## src/rtl/ram_fifo_ctrl.sv

```systemverilog
// FIFO controller driving an external RAM with one-port-per-cycle arbitration.
// Optional sticky overflow/underflow flags: define RAM_FIFO_CTRL_ERR_FLAGS_EN.
module ram_fifo_ctrl #(
   parameter int ADDR_W    = 4,
   parameter int DATA_W    = 8,
   parameter int AFULL_THR = 12
) (
   input  logic              clk,
   input  logic              rst,
   input  logic              push,
   input  logic [DATA_W-1:0] push_data,
   output logic              push_ack,
   input  logic              pop,
   output logic              pop_ack,
   output logic              pop_valid,
   output logic [DATA_W-1:0] pop_data,
   output logic              full,
   output logic              empty,
   output logic              almost_full,
   output logic [ADDR_W:0]   count,
   output logic              ram_we,
   output logic              ram_re,
   output logic [ADDR_W-1:0] ram_wr_addr,
   output logic [ADDR_W-1:0] ram_rd_addr,
   output logic [DATA_W-1:0] ram_wdata,
   input  logic [DATA_W-1:0] ram_rdata
`ifdef RAM_FIFO_CTRL_ERR_FLAGS_EN
   ,
   output logic              ovf_err,
   output logic              unf_err
`endif
);

   localparam logic [ADDR_W:0] C_FULL  = (ADDR_W+1)'(1 << ADDR_W);
   localparam logic [ADDR_W:0] C_AFULL = (ADDR_W+1)'(AFULL_THR);

   logic [ADDR_W-1:0] r_wr_ptr;
   logic [ADDR_W-1:0] r_rd_ptr;
   logic [ADDR_W:0]   r_count;
   logic              r_prio;
   logic              r_pop_valid;

   logic w_push_el;
   logic w_pop_el;
   logic w_both;
   logic w_push_gnt;
   logic w_pop_gnt;

   assign full        = (r_count == C_FULL);
   assign empty       = (r_count == '0);
   assign almost_full = (r_count >= C_AFULL);
   assign count       = r_count;

   assign w_push_el = push & ~full;
   assign w_pop_el  = pop & ~empty;
   assign w_both    = w_push_el & w_pop_el;

   // Arbitrate the single RAM port; alternate on contention, idle in reset
   always_comb begin
      w_push_gnt = 1'b0;
      w_pop_gnt  = 1'b0;
      if (!rst) begin
         if (w_both) begin
            w_push_gnt = ~r_prio;
            w_pop_gnt  = r_prio;
         end else begin
            w_push_gnt = w_push_el;
            w_pop_gnt  = w_pop_el;
         end
      end
   end

   assign push_ack    = w_push_gnt;
   assign pop_ack     = w_pop_gnt;
   assign ram_we      = w_push_gnt;
   assign ram_re      = w_pop_gnt;
   assign ram_wr_addr = r_wr_ptr;
   assign ram_rd_addr = r_rd_ptr;
   assign ram_wdata   = push_data;
   assign pop_valid   = r_pop_valid;
   assign pop_data    = ram_rdata;

   // Pointers, occupancy, priority and read-valid pipeline
   always_ff @(posedge clk) begin
      if (rst) begin
         r_wr_ptr    <= '0;
         r_rd_ptr    <= '0;
         r_count     <= '0;
         r_prio      <= 1'b0;
         r_pop_valid <= 1'b0;
      end else begin
         if (w_push_gnt) begin
            r_wr_ptr <= r_wr_ptr + ADDR_W'(1);
            r_count  <= r_count + (ADDR_W+1)'(1);
         end
         if (w_pop_gnt) begin
            r_rd_ptr <= r_rd_ptr + ADDR_W'(1);
            r_count  <= r_count - (ADDR_W+1)'(1);
         end
         if (w_both) begin
            r_prio <= ~r_prio;
         end
         r_pop_valid <= w_pop_gnt;
      end
   end

`ifdef RAM_FIFO_CTRL_ERR_FLAGS_EN
   // Sticky flags for requests rejected by a full or empty FIFO
   always_ff @(posedge clk) begin
      if (rst) begin
         ovf_err <= 1'b0;
         unf_err <= 1'b0;
      end else begin
         if (push && full) begin
            ovf_err <= 1'b1;
         end
         if (pop && empty) begin
            unf_err <= 1'b1;
         end
      end
   end
`endif

endmodule

```

## config.mk

```make
export PLATFORM = sky130hd
export DESIGN_NAME = ram_fifo_ctrl
export DESIGN_NICKNAME = d
export VERILOG_FILES = /design/src/rtl/ram_fifo_ctrl.sv
export SDC_FILE = /design/constraint.sdc
export NUM_CORES = 1
export LEC_CHECK = 0
export CAP_MARGIN = 20
export CORE_AREA = 2 2 54 61
export CTS_CLUSTER_DIAMETER = 120
export DETAILED_ROUTE_END_ITERATION = 6
export DIE_AREA = 0 0 56 63
export GPL_ROUTABILITY_DRIVEN = 1
export HOLD_SLACK_MARGIN = 0.12
export PLACE_DENSITY_LB_ADDON = 0.15
export SYNTH_ARGS = -nofsm -noshare
export SYNTH_HDL_FRONTEND = slang
export SYNTH_SLANG_ARGS = --single-unit
```

## constraint.sdc

```tcl
create_clock -name clk -period 8.15 [get_ports clk]
set_input_delay 2.445 -clock clk [delete_from_list [all_inputs] [get_ports clk]]
set_output_delay 2.445 -clock clk [all_outputs]
set_load 0.02 [all_outputs]
```

# ---- After elaboration in Yosys (flattened, before gate mapping)
# Cells that the tools add are included.
dict set report op_classes {
  n_addsub 4
  n_lt_le_gt_ge 1
  eq_ne 1
  mux 6
  bitwise_logic 6
  n_reduce_logical 2
}
# cell count
set op_table {}
lappend op_table {{$mux W5} 2}
lappend op_table {{$add A4 B1 Y4 const B} 2}
lappend op_table {{$add A5 B1 Y5 const B} 1}
lappend op_table {{$eq A5 B5 Y1 const B} 1}
lappend op_table {{$ge A5 B4 Y1 const B} 1}
lappend op_table {{$logic_not A5 Y1} 1}
lappend op_table {{$sub A5 B1 Y5 const B} 1}
lappend op_table {{$mux W1} 4}
lappend op_table {{$and A1 B1 Y1} 3}
lappend op_table {{$not A1 Y1} 3}
lappend op_table {{$reduce_bool A2 Y1} 1}
dict set report word_totals {
  register_bits 15
  inputBits 20
  output_inout_bits 37
  word_cells 25
}

# ---- Longest topological paths before layout
# Gate-level depths: netlist (run 1).
dict set report depth {
  depth_word 8
  ltp_mapped 10
  mapped_depth_nobuf 9
}

# ---- Worst setup path before layout (run 1)
# OpenSTA, ideal clock, no wires.
dict set report synth_timing {
  path_type {input-to-output}
  startpoint {input push}
  endpoint {output ram_we}
  arrival_time_ns 3.359
  required_time_ns 5.705
  path_slack_ns 2.346
  cell_stages 4
  path_buffers 2
  path_cell_list {a21boi_0 > and3b_1 > clkbuf_1 > buf_4}
}
dict set report synth_via {
  elab_chain_cells 4
}
# element line_no
set synth_lines {}
lappend synth_lines {{start: declaration} 10} ;# input logic push,
lappend synth_lines {{$and A1 B1 Y1 (*)} 54} ;# assign w_push_el = push & ~full;
lappend synth_lines {{$and A1 B1 Y1} 56} ;# assign w_both = w_push_el & w_pop_el;
lappend synth_lines {{$mux W1 (*)} 63} ;# if (w_both) begin
lappend synth_lines {{$mux W1 (*)} 62} ;# if (!rst) begin
lappend synth_lines {{end: declaration} 21} ;# output logic ram_we,
# Mark *: on every way between the ends. The rest lies on a longest branch, timed or not.

# ---- Worst setup path after layout (run 1)
dict set report layout_timing {
  startpoint {input rst}
  endpoint {output pop_ack}
}
dict set report layout_via {
  elab_chain_cells 1
}
# element line_no
set layout_lines {}
lappend layout_lines {{start: declaration} 9} ;# input logic rst,
lappend layout_lines {{$mux W1} 62}
lappend layout_lines {{end: declaration} 14} ;# output logic pop_ack,
# Every way passes these cells.

==> insert_results.sql, run 1 <==
INSERT INTO impl_metrics (metric_group, metric, value, unit) VALUES
('logic_synthesis', 'syn_area', '1000', 'um^2'),
('power_and_ir_drop', 'power-per-cell-area', '218', 'nW/um^2'),
('place', 'routability_congestion_estimate_from_global_placement', '0.754', ''),
('logic_synthesis', 'netlist_instances', '107', ''),
('route', 'detailroute.via_count', '719', ''),
('route', 'vias_per_inst', '4.83', ''),
('outcome', 'run_status', 'finished clean', ''),
('logic_synthesis', 'ys_top_cells_by_area', 'sky130_fd_sc_hd__dfxtp_1 (30%), sky130_fd_sc_hd__buf_4 (14%), sky130_fd_sc_hd__ha_1 (6.3%)', ''),
('critical_path', 'critical_path_sink_type', 'output port', ''),
('logic_synthesis', 'synth_seq_cells', '15', ''),
('grt', 'grt_remaining_overflow', '0', ''),
('critical_path', 'worst_ep_arrival_time', '4.32', 'ns'),
('timing', 'timing.slew.headroom', '0.587', ''),
('critical_path', 'crit_type', 'in -> out', ''),
('clock_network', 'post_cts_resize_count', '0', ''),
('place', 'dp.final_hpwl', '1450', 'um'),
('logic_synthesis', 'mappedNetlistNets', '133', ''),
('critical_path', 'worstPathRequired', '5.71', 'ns'),
('finish', 'layout_nets', '142', ''),
('clock_network', 'cts-buffers-inserted', '3', ''),
('finish', 'area.sequential', '300', 'um^2'),
('grt', 'grt_first_pass_wirelength', '3110', 'um'),
('finish', 'area_growth_syn_to_layout', '16.6', '%'),
('timing', 'fin_worst_skew', '0.000422', 'ns'),
('clock_network', 'clock_tree.buffer_depth', '2', ''),
('hold_path', 'hold_path_class', 'reg -> reg', ''),
('timing', 'worst_max_slew_pin_slew', '0.615', 'ns'),
('clock_network', 'cts.htree.levels', '1', ''),
('timing', 'fin_worst_hold_slack', '0.466', 'ns'),
('finish', 'finish.instance_area', '1170', 'um^2'),
('route', 'postRouteAntennaNets', '0', ''),
('timing', 'final_hold_viol_count', '0', ''),
('route', 'drt-wirelength-per-cell', '12.9', 'um'),
('logic_synthesis', 'synth_largest_type_area_fraction', '0.300', ''),
('logic_synthesis', 'post_synth_most_frequent_cells', 'sky130_fd_sc_hd__buf_4 (18), sky130_fd_sc_hd__dfxtp_1 (15), sky130_fd_sc_hd__nor2_1 (11)', ''),
('grt', 'grt_start_max_net_pins', '21', ''),
('clock_network', 'clock_insertion_delay_worst_skew', '0.27', 'ns'),
('timing', 'timing.setup.tns', '0', 'ns'),
('finish', 'n_fill_cell', '308', ''),
('logic_synthesis', 'synthMostInstantiatedCell', 'sky130_fd_sc_hd__buf_4', ''),
('critical_path', 'crit_path_start_kind', 'primary input', ''),
('flow_run', 'maxCapViolations', '0', ''),
('die', 'start_util', '0.340', ''),
('finish', 'area_taken_by_multi_input_logic_gates', '536', 'um^2'),
('logic_synthesis', 'synth-main-ff-cell', 'sky130_fd_sc_hd__dfxtp_1', ''),
('timing', 'post-route-min-period', '6.76', 'ns'),
('timing', 'timing.fmax', '0.148', 'GHz'),
('place', 'dpl_cell_area', '1140', 'um^2'),
('timing', 'final-max-slew-violation-count', '0', ''),
('die', 'row_count', '21', ''),
('place', 'placedCellCount', '145', ''),
('clock_network', 'cts_hold_buf', '0', ''),
('route', 'drc', '0', ''),
('route', 'first_iter_violations', '8', ''),
('clock_network', 'tritoncts', 'built', ''),
('grt', 'grt_antenna_before_repair', '0', ''),
('power_and_ir_drop', 'irDropWorstVdd', '74.8', 'uV'),
('timing', 'setup-violations-final', '0', ''),
('place', 'count_of_input_and_output_buffers', '24', ''),
('logic_synthesis', 'synthDistinctLibCells', '33', ''),
('finish', 'final_cells', '149', ''),
('logic_synthesis', 'ys_async_sr_fraction', '0', ''),
('clock_network', 'cts_num_sinks', '15', ''),
('grt', 'track_usage', '0.111', ''),
('logic_synthesis', 'synth_top_cell_by_area', 'sky130_fd_sc_hd__dfxtp_1', ''),
('clock_network', 'post-cts-setup-buffers', '0', ''),
('die', 'placeableCoreArea', '2940', 'um^2'),
('logic_synthesis', 'ys_seq_area_frac', '0.300', ''),
('finish', 'number_of_diodes', '0', ''),
('logic_synthesis', 'yosys_warnings', '0', ''),
('logic_synthesis', 'synth_edf_count', '0', '');
-- flip-flops by register name (all words and copies together) (netlist names) --
name and flops:
count 5, pop_valid 1, r_prio 1, ram_rd_addr 4, ram_wr_addr 4
-- power breakdown --
group | internal (W) | leakage (nW) | switching, W
registers | 0.0000817 | 0.122 | 0.0000136
clock network | 0.0000189 | 0.0150 | 0.0000226
logic | 0.0000572 | 0.356 | 0.0000609
-- cell usage in the layout, fill, tap and decap left out, drive strengths merged --
master         synthesis  final
a21boi                 1      1
a21o                   3      3
a21oi                  4      4
a311oi                 1      1
a32oi                  1      1
and2                   1      1
and3b                  2      2
and4                   1      1
and4bb                 1      1
buf                   19      2
clkbuf                 3      4
clkdlybuf4s50          0     24
dfxtp                 15     15
fa                     1      1
ha                     5      5
inv                    2      2
mux2i                  5      5
nand2                  3      3
nand2b                 4      4
nand3                  4      4
nor2                  12     12
nor2b                  2      2
nor3b                  3      3
nor4                   1      1
o21ai                  3      3
or4                    1      1
or4b                   1      1
xnor2                  6      6
xor2                   2      2
-- through the flow --
step / utilization / setup slack, ns / power [W]
finish: 0.397 / 1.39 / 0.000255
global route: 0.397 / 1.28 / 0.000273
CTS: 0.397 / 1.36 / 0.000259
detailed placement: 0.388 / 1.39 / 0.000217
global placement: 0.388 / 1.40 / 0.000216
floorplan: - / 2.35 / 0.000185
-- per-layer routing --
layer  wire [um]  GRT usage  vias up
met1         812      0.133      328
met4          19     0.0565        0
met2         910      0.166       26
met5           0          0        -
li1            -          -      363
met3         174     0.0497        2
-- worst max-delay path, cell delays in order --
cell and delay, ns:
sky130_fd_sc_hd__clkdlybuf4s50_1 0.40, sky130_fd_sc_hd__buf_4 0.20, sky130_fd_sc_hd__a311oi_4 0.36, sky130_fd_sc_hd__nor2b_2 0.27, sky130_fd_sc_hd__clkdlybuf4s50_1 0.63
-- cell type report --
| cell class | count | area share |
|---|---|---|
| Tap cell | 34 | 0.0364 |
| Sequential cell | 15 | 0.257 |
| Multi-Input combinational cell | 68 | 0.459 |
| Inverter | 2 | 0.00643 |
| Clock buffer | 4 | 0.0225 |
| Timing Repair Buffer | 26 | 0.219 |
-- final timing paths --
check / cells after the start / endpoint / from
setup / recovery: 5 / pop_ack / rst
hold / removal: 1 / ram_wr_addr[3]$_SDFFE_PP0P_ / ram_wr_addr[3]$_SDFFE_PP0P_
setup reg to reg: 10 / count[4]$_SDFFE_PP0P_ / count[0]$_SDFFE_PP0P_
hold reg to reg: 1 / ram_wr_addr[3]$_SDFFE_PP0P_ / ram_wr_addr[3]$_SDFFE_PP0P_
-- kinds of logic after synthesis --
family,Yosys count,synth area share
xor+xnor,8,0.0700
buf+inv,24,0.165
simple gates,36,0.233
mux,5,0.0500
flops,15,0.300
fa+ha+maj,6,0.0825
compound gates,13,0.100
(Power assumes the default switching activity.)
==> run 2: changes to the inputs <==
--- a/config.mk
+++ b/config.mk
@@ -6,10 +6,10 @@
 export NUM_CORES = 1
 export LEC_CHECK = 0
 export CAP_MARGIN = 20
-export CORE_AREA = 2 2 54 61
+export CORE_AREA = 2 2 55 62
 export CTS_CLUSTER_DIAMETER = 120
 export DETAILED_ROUTE_END_ITERATION = 6
-export DIE_AREA = 0 0 56 63
+export DIE_AREA = 0 0 57 64
 export GPL_ROUTABILITY_DRIVEN = 1
 export HOLD_SLACK_MARGIN = 0.12
 export PLACE_DENSITY_LB_ADDON = 0.15
==> constraint.sdc (replaced) <==
create_clock -name clk -period 6.2 [get_ports clk]
set_input_delay 1.86 -clock clk [delete_from_list [all_inputs] [get_ports clk]]
set_output_delay 1.86 -clock clk [all_outputs]
set_load 0.02 [all_outputs]
==> run 2 against run 1 <==
  * Worst hold slack improved by 0.0073 ns
  * Largest power group unchanged
  * Via count increased by 2.1%
  * Non-clock buffer count unchanged
  * Worst setup slack got worse by 0.71 ns
==> insert_results.sql, run 2 (same netlist as run 1, synthesis figures left out) <==
INSERT INTO impl_metrics (metric_group, metric, value, unit) VALUES
('grt', 'track_usage', '0.115', ''),
('critical_path', 'crit_type', 'in -> out', ''),
('clock_network', 'cts-buffers-inserted', '3', ''),
('finish', 'layout_nets', '142', ''),
('grt', 'grt_first_pass_wirelength', '3270', 'um'),
('timing', 'fin_worst_hold_slack', '0.473', 'ns'),
('clock_network', 'cts_num_sinks', '15', ''),
('route', 'drt_pre_antenna_iters', '3', ''),
('critical_path', 'crit_path_start_kind', 'primary input', ''),
('place', 'count_of_input_and_output_buffers', '24', ''),
('route', 'totalWireLength', '1960', 'um'),
('clock_network', 'cts_hold_buf', '0', ''),
('place', 'routability_congestion_estimate_from_global_placement', '0.776', ''),
('route', 'dr.max_layer_used', 'met4', ''),
('grt', 'first_global_vias', '723', ''),
('critical_path', 'critical_path_sink_type', 'output port', ''),
('clock_network', 'post-cts-setup-buffers', '0', ''),
('power_and_ir_drop', 'finalPower', '0.000337', 'W'),
('flow_run', 'maxCapViolations', '0', ''),
('place', 'dp.final_hpwl', '1470', 'um'),
('finish', 'number_of_diodes', '0', ''),
('timing', 'final-max-slew-violation-count', '0', ''),
('route', 'drc', '0', ''),
('finish', 'fin_util', '0.390', ''),
('clock_network', 'clkSlewWorstSetupHoldPaths', '0.09', 'ns'),
('hold_path', 'hold_path_class', 'reg -> reg', ''),
('power_and_ir_drop', 'power-per-cell-area', '288', 'nW/um^2'),
('route', 'vias_per_inst', '4.93', ''),
('route', 'first_iter_violations', '5', ''),
('die', 'die_width', '57', 'um'),
('finish', 'mostFrequentLayoutCells', 'sky130_fd_sc_hd__clkdlybuf4s50_1 (24), sky130_fd_sc_hd__dfxtp_1 (15), sky130_fd_sc_hd__nor2_1 (11)', ''),
('die', 'fp.dieArea', '3650', 'um^2'),
('clock_network', 'clockRootBuffer', 'sky130_fd_sc_hd__clkbuf_4', ''),
('die', 'row_count', '21', ''),
('timing', 'final_hold_viol_count', '0', ''),
('clock_network', 'clock_insertion_delay_worst_skew', '0.28', 'ns'),
('clock_network', 'cts.htree.levels', '1', ''),
('critical_path', 'rr_startpoint', 'count[0]$_SDFFE_PP0P_', ''),
('finish', 'layout_commonest_cell', 'sky130_fd_sc_hd__clkdlybuf4s50_1', ''),
('grt', 'grt_antenna_before_repair', '0', ''),
('route', 'drt-wirelength-per-cell', '13.1', 'um'),
('finish', 'area_growth_syn_to_layout', '16.6', '%'),
('die', 'start_util', '0.334', ''),
('timing', 'rsz0062_at_grt', 'no', ''),
('die', 'placeableCoreArea', '3000', 'um^2'),
('grt', 'grt_start_max_net_pins', '20', ''),
('route', 'met2_wirelength', '929', 'um'),
('outcome', 'run_status', 'finished clean', ''),
('critical_path', 'worstPathRequired', '4.34', 'ns'),
('die', 'pin_count', '57', ''),
('timing', 'setup-violations-final', '0', ''),
('route', 'routed_metal_1_wirelength', '796', 'um'),
('route', 'met3RoutedLength', '180', 'um'),
('route', 'postRouteAntennaNets', '0', ''),
('timing', 'timing.setup.tns', '0', 'ns'),
('critical_path', 'setup.worst_path.start', 'push', ''),
('finish', 'largest_register_ffs', '5', ''),
('clock_network', 'tritoncts', 'built', ''),
('critical_path', 'worst_ep_arrival_time', '3.66', 'ns'),
('timing', 'timing.slew.headroom', '0.568', ''),
('hold_path', 'hold_path.startpoint', 'ram_wr_addr[3]$_SDFFE_PP0P_', ''),
('timing', 'post-route-min-period', '5.52', 'ns'),
('timing', 'final_min_period_over_clock_period', '0.890', ''),
('finish', 'drive_gt1_frac', '0.0957', ''),
('timing', 'timing.fmax', '0.181', 'GHz'),
('critical_path', 'critical_path_peak_fanout', '7', ''),
('route', 'detailroute.via_count', '734', ''),
('power_and_ir_drop', 'p_leak', '0.493', 'nW'),
('critical_path', 'reg2reg_setup_slack', '3.13', 'ns'),
('grt', 'grt_remaining_overflow', '0', ''),
('die', 'die_h', '64', 'um'),
('timing', 'fin_worst_skew', '0.00179', 'ns'),
('timing', 'worst_max_slew_pin_slew', '0.644', 'ns'),
('clock_network', 'clock_tree.buffer_depth', '2', ''),
('clock_network', 'post_cts_resize_count', '0', ''),
('power_and_ir_drop', 'irDropWorstVdd', '104', 'uV');
-- run 2: per-layer routing --
layer	up-vias	GRT usage
met3	12	0.0385
met2	25	0.184
li1	365	-
met4	0	0.0640
met1	332	0.132
met5	-	0
-- run 2: final timing paths --
check                                     end  cells past startpoint
setup / recovery                       ram_we                      4
setup reg to reg        count[4]$_SDFFE_PP0P_                     10
hold / removal    ram_wr_addr[3]$_SDFFE_PP0P_                      1
hold reg to reg   ram_wr_addr[3]$_SDFFE_PP0P_                      1
-- run 2: cell type report --
type	count	area [um^2]
Timing Repair Buffer	26	255
Clock buffer	4	26.3
Multi-Input combinational cell	68	536
Inverter	2	7.51
Sequential cell	15	300
Tap cell	34	42.5
Fill cell	330	1830
-- run 2: critical path, stage by stage --
cell and delay [ns]:
sky130_fd_sc_hd__clkdlybuf4s50_1 0.57, sky130_fd_sc_hd__a21boi_0 0.26, sky130_fd_sc_hd__and3b_1 0.32, sky130_fd_sc_hd__clkdlybuf4s50_1 0.65
-- run 2: power breakdown --
group / switching (W) / leakage (nW) / internal (W)
Clock: 0.0000311 / 0.0150 / 0.0000250
Sequential: 0.0000179 / 0.122 / 0.000107
Combinational: 0.0000800 / 0.356 / 0.0000752
Total: 0.000129 / 0.493 / 0.000208
-- run 2: stage by stage --
| stage | worst slack, ns | instances | instance area, um^2 |
|---|---|---|---|
| after floorplan | 1.57 | 107 | 1000 |
| after global placement | 0.680 | 145 | 1140 |
| after detailed placement | 0.678 | 145 | 1140 |
| after CTS | 0.664 | 149 | 1170 |
| after global routing | 0.566 | 149 | 1170 |
| final | 0.682 | 149 | 1170 |
==> run 3: changes to the inputs <==
--- a/config.mk
+++ b/config.mk
@@ -13,6 +13,7 @@
 export GPL_ROUTABILITY_DRIVEN = 1
 export HOLD_SLACK_MARGIN = 0.12
 export PLACE_DENSITY_LB_ADDON = 0.15
+export SKIP_LAST_GASP = 1
 export SYNTH_ARGS = -nofsm -noshare
 export SYNTH_HDL_FRONTEND = slang
 export SYNTH_SLANG_ARGS = --single-unit
==> results of run 3 <==
The final DEF is identical to that of run 2; final timing and power are the same.
==> RTL change 1: new RTL, config.mk and constraints of run 2 <==
Change the parameter `DATA_W` from 8 to 12.
--- a/src/rtl/ram_fifo_ctrl.sv
+++ b/src/rtl/ram_fifo_ctrl.sv
@@ -3,5 +3,5 @@
 module ram_fifo_ctrl #(
    parameter int ADDR_W    = 4,
-   parameter int DATA_W    = 8,
+   parameter int DATA_W    = 12,
    parameter int AFULL_THR = 12
 ) (
Interface: changed (resized pop_data, push_data, ram_rdata and ram_wdata); port bits go from 57 to 73. The function was not compared with the original's and may differ.
==> RTL change 1 against run 2 <==
  * Cell area unchanged
  * Power about the same
  * Global-route usage decreased by 0.53 points
  * Non-clock buffer count unchanged
  * Worst setup slack got worse by 0.12 ns
  * Routed wire length decreased by 0.20%
  * Synthesized cell count increased by 7.5%
  * Synthesized area increased by 6.0%
  * Sequential cell count unchanged
  * Clock power about the same
  * Critical path depth increased by 1
  * Critical endpoint is now pop_ack
  * Highest routed layer unchanged
==> RTL change 1: results <==
[run_status]
outcome = complete, no violations

[drt]
viasPerCell = 4.97
drtIter0Drc = 15
drt-total-wl_um = 1950

[grt]
track_usage_pct = 10.9
grt_max_degree = 20
grt_pass1_vias = 692
grt_pass1_wl_um = 3110

[synthesis]
syn-num-nets = 149
synth_area_leaders = dfxtp_1, buf_4, ha_1, xnor2_1, mux2i_1
seq_area_frac_synth_pct = 28.3
synth-xor-area-share_pct = 6.60
synth_top_cells_by_count = buf_4, dfxtp_1, nor2_1, xnor2_1
synth_mux_area_share_pct = 4.72
async_flop_share_pct = 0
synthAdderAreaFrac_pct = 7.78
synth_compound_area_share_pct = 9.43

[pwr]
p_leak_nw = 0.493
irDropWorstVdd_mv = 0.108

[placement]
hpwlAfterDp_um = 1440
port_buffers = 24
gp_congestion = 0.770

[setup_path]
cp_max_fo = 6
arrival_ns = 3.78
startpoint = pop

[final_layout]
layout-drive-gt1-share_pct = 9.57
fillers = 323
largest_reg_flops = 5
diodes = 0

[cts]
cts.htree.levels = 1
root_buffer = clkbuf_4
path_clk_slew_ns = 0.09
cts_setup_buffers = 0
clk_latency_ns = 0.28
cts_made_buffers = 3
clockBufferDepth = 2

[sta]
relSlewSlack_pct = 58.3
fin_worst_skew_ns = 0.00284
tns_ns = 0
-- RTL change 1: per-layer routing --
layer / vias to the layer above / global-route usage (%) / wire, um
li1: 362 / - / -
met1: 335 / 13.7 / 931
met2: 32 / 15.9 / 828
met3: 12 / 3.04 / 146
met4: 0 / 7.56 / 44
met5: - / 0 / 0
-- RTL change 1: kinds of logic after synthesis --
kind of cell	Yosys count
adders and majority gates	6
buffers and inverters	32
AOI/OAI and AO/OA	13
muxes	5
DFF	15
xor gates and xnor gates	8
and+or+nand+nor	36
-- RTL change 1: path summary, 6_finish.rpt --
kind	end	slack (ns)	depth (start not counted)
setup / recovery	pop_ack	0.56	5
setup reg to reg	count[4]	3.09	10
hold / removal	ram_wr_addr[3]	0.48	1
hold reg to reg	ram_wr_addr[3]	0.48	1
-- RTL change 1: worst max-delay path: stages --
cell and delay [ns]:
clkdlybuf4s50_1 0.53, inv_1 0.09, a311oi_4 0.30, nor2b_2 0.33, clkdlybuf4s50_1 0.66
-- RTL change 1: cell type report --
cell class                 instances  area [um^2]  share of cell area (%)
multi-input combinational         68          536                    45.9
sequential                        15          300                    25.7
tap                               34         42.5                    3.64
timing repair buffer              26          255                    21.9
clock buffer                       4         26.3                    2.25
inverter                           2         7.51                   0.643
-- RTL change 1: power breakdown --
| group | total [mW] | internal, mW | switching [mW] |
|---|---|---|---|
| logic | 0.155 | 0.0754 | 0.0797 |
| clock network | 0.0559 | 0.0249 | 0.0310 |
| registers | 0.126 | 0.107 | 0.0182 |
| total | 0.337 | 0.208 | 0.129 |
-- RTL change 1: metrics by stage --
stage               instance area (um^2)  instances  worst slack [ns]  util, %  hold slack [ns]
floorplan                           1060        115              1.57        -            0.536
global placement                    1140        145             0.583     38.1            0.465
detailed placement                  1140        145             0.539     38.1            0.468
CTS                                 1170        149             0.532     39.0            0.483
global route                        1170        149             0.433     39.0            0.524
finish                              1170        149             0.564     39.0            0.479
==> RTL change 2: new RTL, config.mk and constraints of run 2 <==
Without the edit above. Put one more register stage on the output `count`, with the module's reset. The value now appears one clock later. The other outputs are not delayed to match.
--- a/src/rtl/ram_fifo_ctrl.sv
+++ b/src/rtl/ram_fifo_ctrl.sv
@@ -50,5 +50,11 @@
    assign empty       = (r_count == '0);
    assign almost_full = (r_count >= C_AFULL);
-   assign count       = r_count;
+   always_ff @(posedge clk) begin
+      if (rst) begin
+         count <= '0;
+      end else begin
+         count <= r_count;
+      end
+   end
 
    assign w_push_el = push & ~full;
Function: changed (Yosys sat finds a counterexample within 4 cycles, from zero or initial values and one cycle with rst high).
==> RTL change 2 against run 2 <==
  * Die area is the same
  * Synthesized area grew 7.4%
  * Cell area grew 8.6%
  * Worst setup slack gained 0.019 ns
  * Count of clock-buffer cells in the layout shrank 1
  * Utilization grew 3.3 points
  * First-iteration DRC count grew to 4.2 times the old value
  * Sequential cell count grew 5
  * Sequential share of layout area grew 5.9 points
  * Via count grew 6.0%
  * Routed wire length grew 1.1%
Power is not compared: it rests on default switching activity, and its combinational part moved more than twofold at a synthesized area within 25%.
==> RTL change 2: results <==
[synthesis]
synth_area_leaders = dfxtp_1, buf_4, ha_1, nor2_1, xnor2_1
syn-num-nets = 147
seq_area_frac_synth_pct = 37.3
yosysUniqueCellTypes = 28
synth_top_cells_by_count = dfxtp_1, buf_4, nor2_1, nand2_1

[setup_path]
critPathMaxStageDelay_ns = 0.67
crit-reg2reg-launch = r_count[0]
startpoint = rst
crit_path_end = push_ack
worstSetupPathType = primary input to output port
arrival_ns = 3.64
rrSetupSlack_ns = 3.02
r2r-end = r_count[4]

[grt]
grt_pass1_vias = 792
grt_pass1_wl_um = 3360
grt_max_degree = 13
track_usage_pct = 11.5

[run_status]
outcome = complete, no violations

[placement]
dp_slack_ns = 0.685
gp_congestion = 0.743
hpwlAfterDp_um = 1560

[sta]
tightest_slew_ns = 0.339
fin_worst_skew_ns = 0.00737
final.min_clock_period_ns = 5.50

[drt]
drt-total-wl_um = 1980
vias = 778
drtIter0Drc = 21
dr.pass1.iters = 4

[final_layout]
finalNetCount = 156
layout-drive-gt1-share_pct = 6.98

[cts]
path_clk_slew_ns = 0.11
root_buffer = clkbuf_4
clk_latency_ns = 0.31
## RTL change 2: layout make-up
type	instances	area, um^2
Timing Repair Buffer	26	255
Inverter	5	18.8
Sequential cell	20	400
Clock inverter	1	30.0
Multi-Input combinational cell	74	498
Tap cell	34	42.5
Clock buffer	3	22.5
Fill cell	323	1730
## RTL change 2: cells by family (layout without fill, tap and decap cells)
| family | after synthesis | count (layout) | share of synthesized area [%] |
|---|---|---|---|
| xor gates and xnor gates | 9 | 9 | 7.33 |
| adders and majority gates | 6 | 6 | 7.68 |
| DFF | 20 | 20 | 37.3 |
| AOI/OAI and AO/OA | 11 | 11 | 6.40 |
| and+or+nand+nor | 42 | 42 | 18.7 |
| muxes | 6 | 6 | 6.17 |
| buffers and inverters | 27 | 35 | 16.4 |
## RTL change 2: worst min-delay path by stage
stage | slack, ns | startpoint | cells past startpoint | end
after global placement | 0.49 | ram_wr_addr[2] | 1 | ram_wr_addr[2]
final | 0.50 | ram_wr_addr[2] | 1 | ram_wr_addr[2]
after floorplan | 0.48 | r_count[3] | 1 | count[3]
after global routing | 0.53 | ram_wr_addr[2] | 2 | ram_wr_addr[2]
after detailed placement | 0.48 | ram_wr_addr[2] | 1 | ram_wr_addr[2]
after CTS | 0.50 | ram_wr_addr[2] | 1 | ram_wr_addr[2]
## RTL change 2: per-stage QoR
stage / util (%) / hold WS [ns] / cell area (um^2) / cells
floorplan: - / 0.484 / 1070 / 121
global placement: 40.6 / 0.489 / 1210 / 159
detailed placement: 40.6 / 0.478 / 1210 / 159
CTS: 42.3 / 0.505 / 1270 / 163
global route: 42.3 / 0.533 / 1270 / 163
finish: 42.3 / 0.504 / 1270 / 163
## RTL change 2: worst max-delay path, delay by kind of cell
kind	cells	cell delay (ns)
buffers and inverters	3	1.35
AOI/OAI and AO/OA	1	0.12
and+or+nand+nor	1	0.30
## RTL change 2: where the power goes
part	leakage, nW	switching, mW	internal, mW	total (mW)
Sequential	0.162	0.00506	0.134	0.139
Clock	0.0279	0.0431	0.0654	0.108
Combinational	0.364	0.0282	0.0248	0.0530
## RTL change 2: per-layer routing
layer | global-route usage [%] | up-vias | wire, um
met2 | 18.2 | 28 | 887
met1 | 14.7 | 353 | 931
met3 | 2.43 | 6 | 127
met5 | 0 | - | 0
met4 | 5.23 | 0 | 31
li1 | - | 391 | -
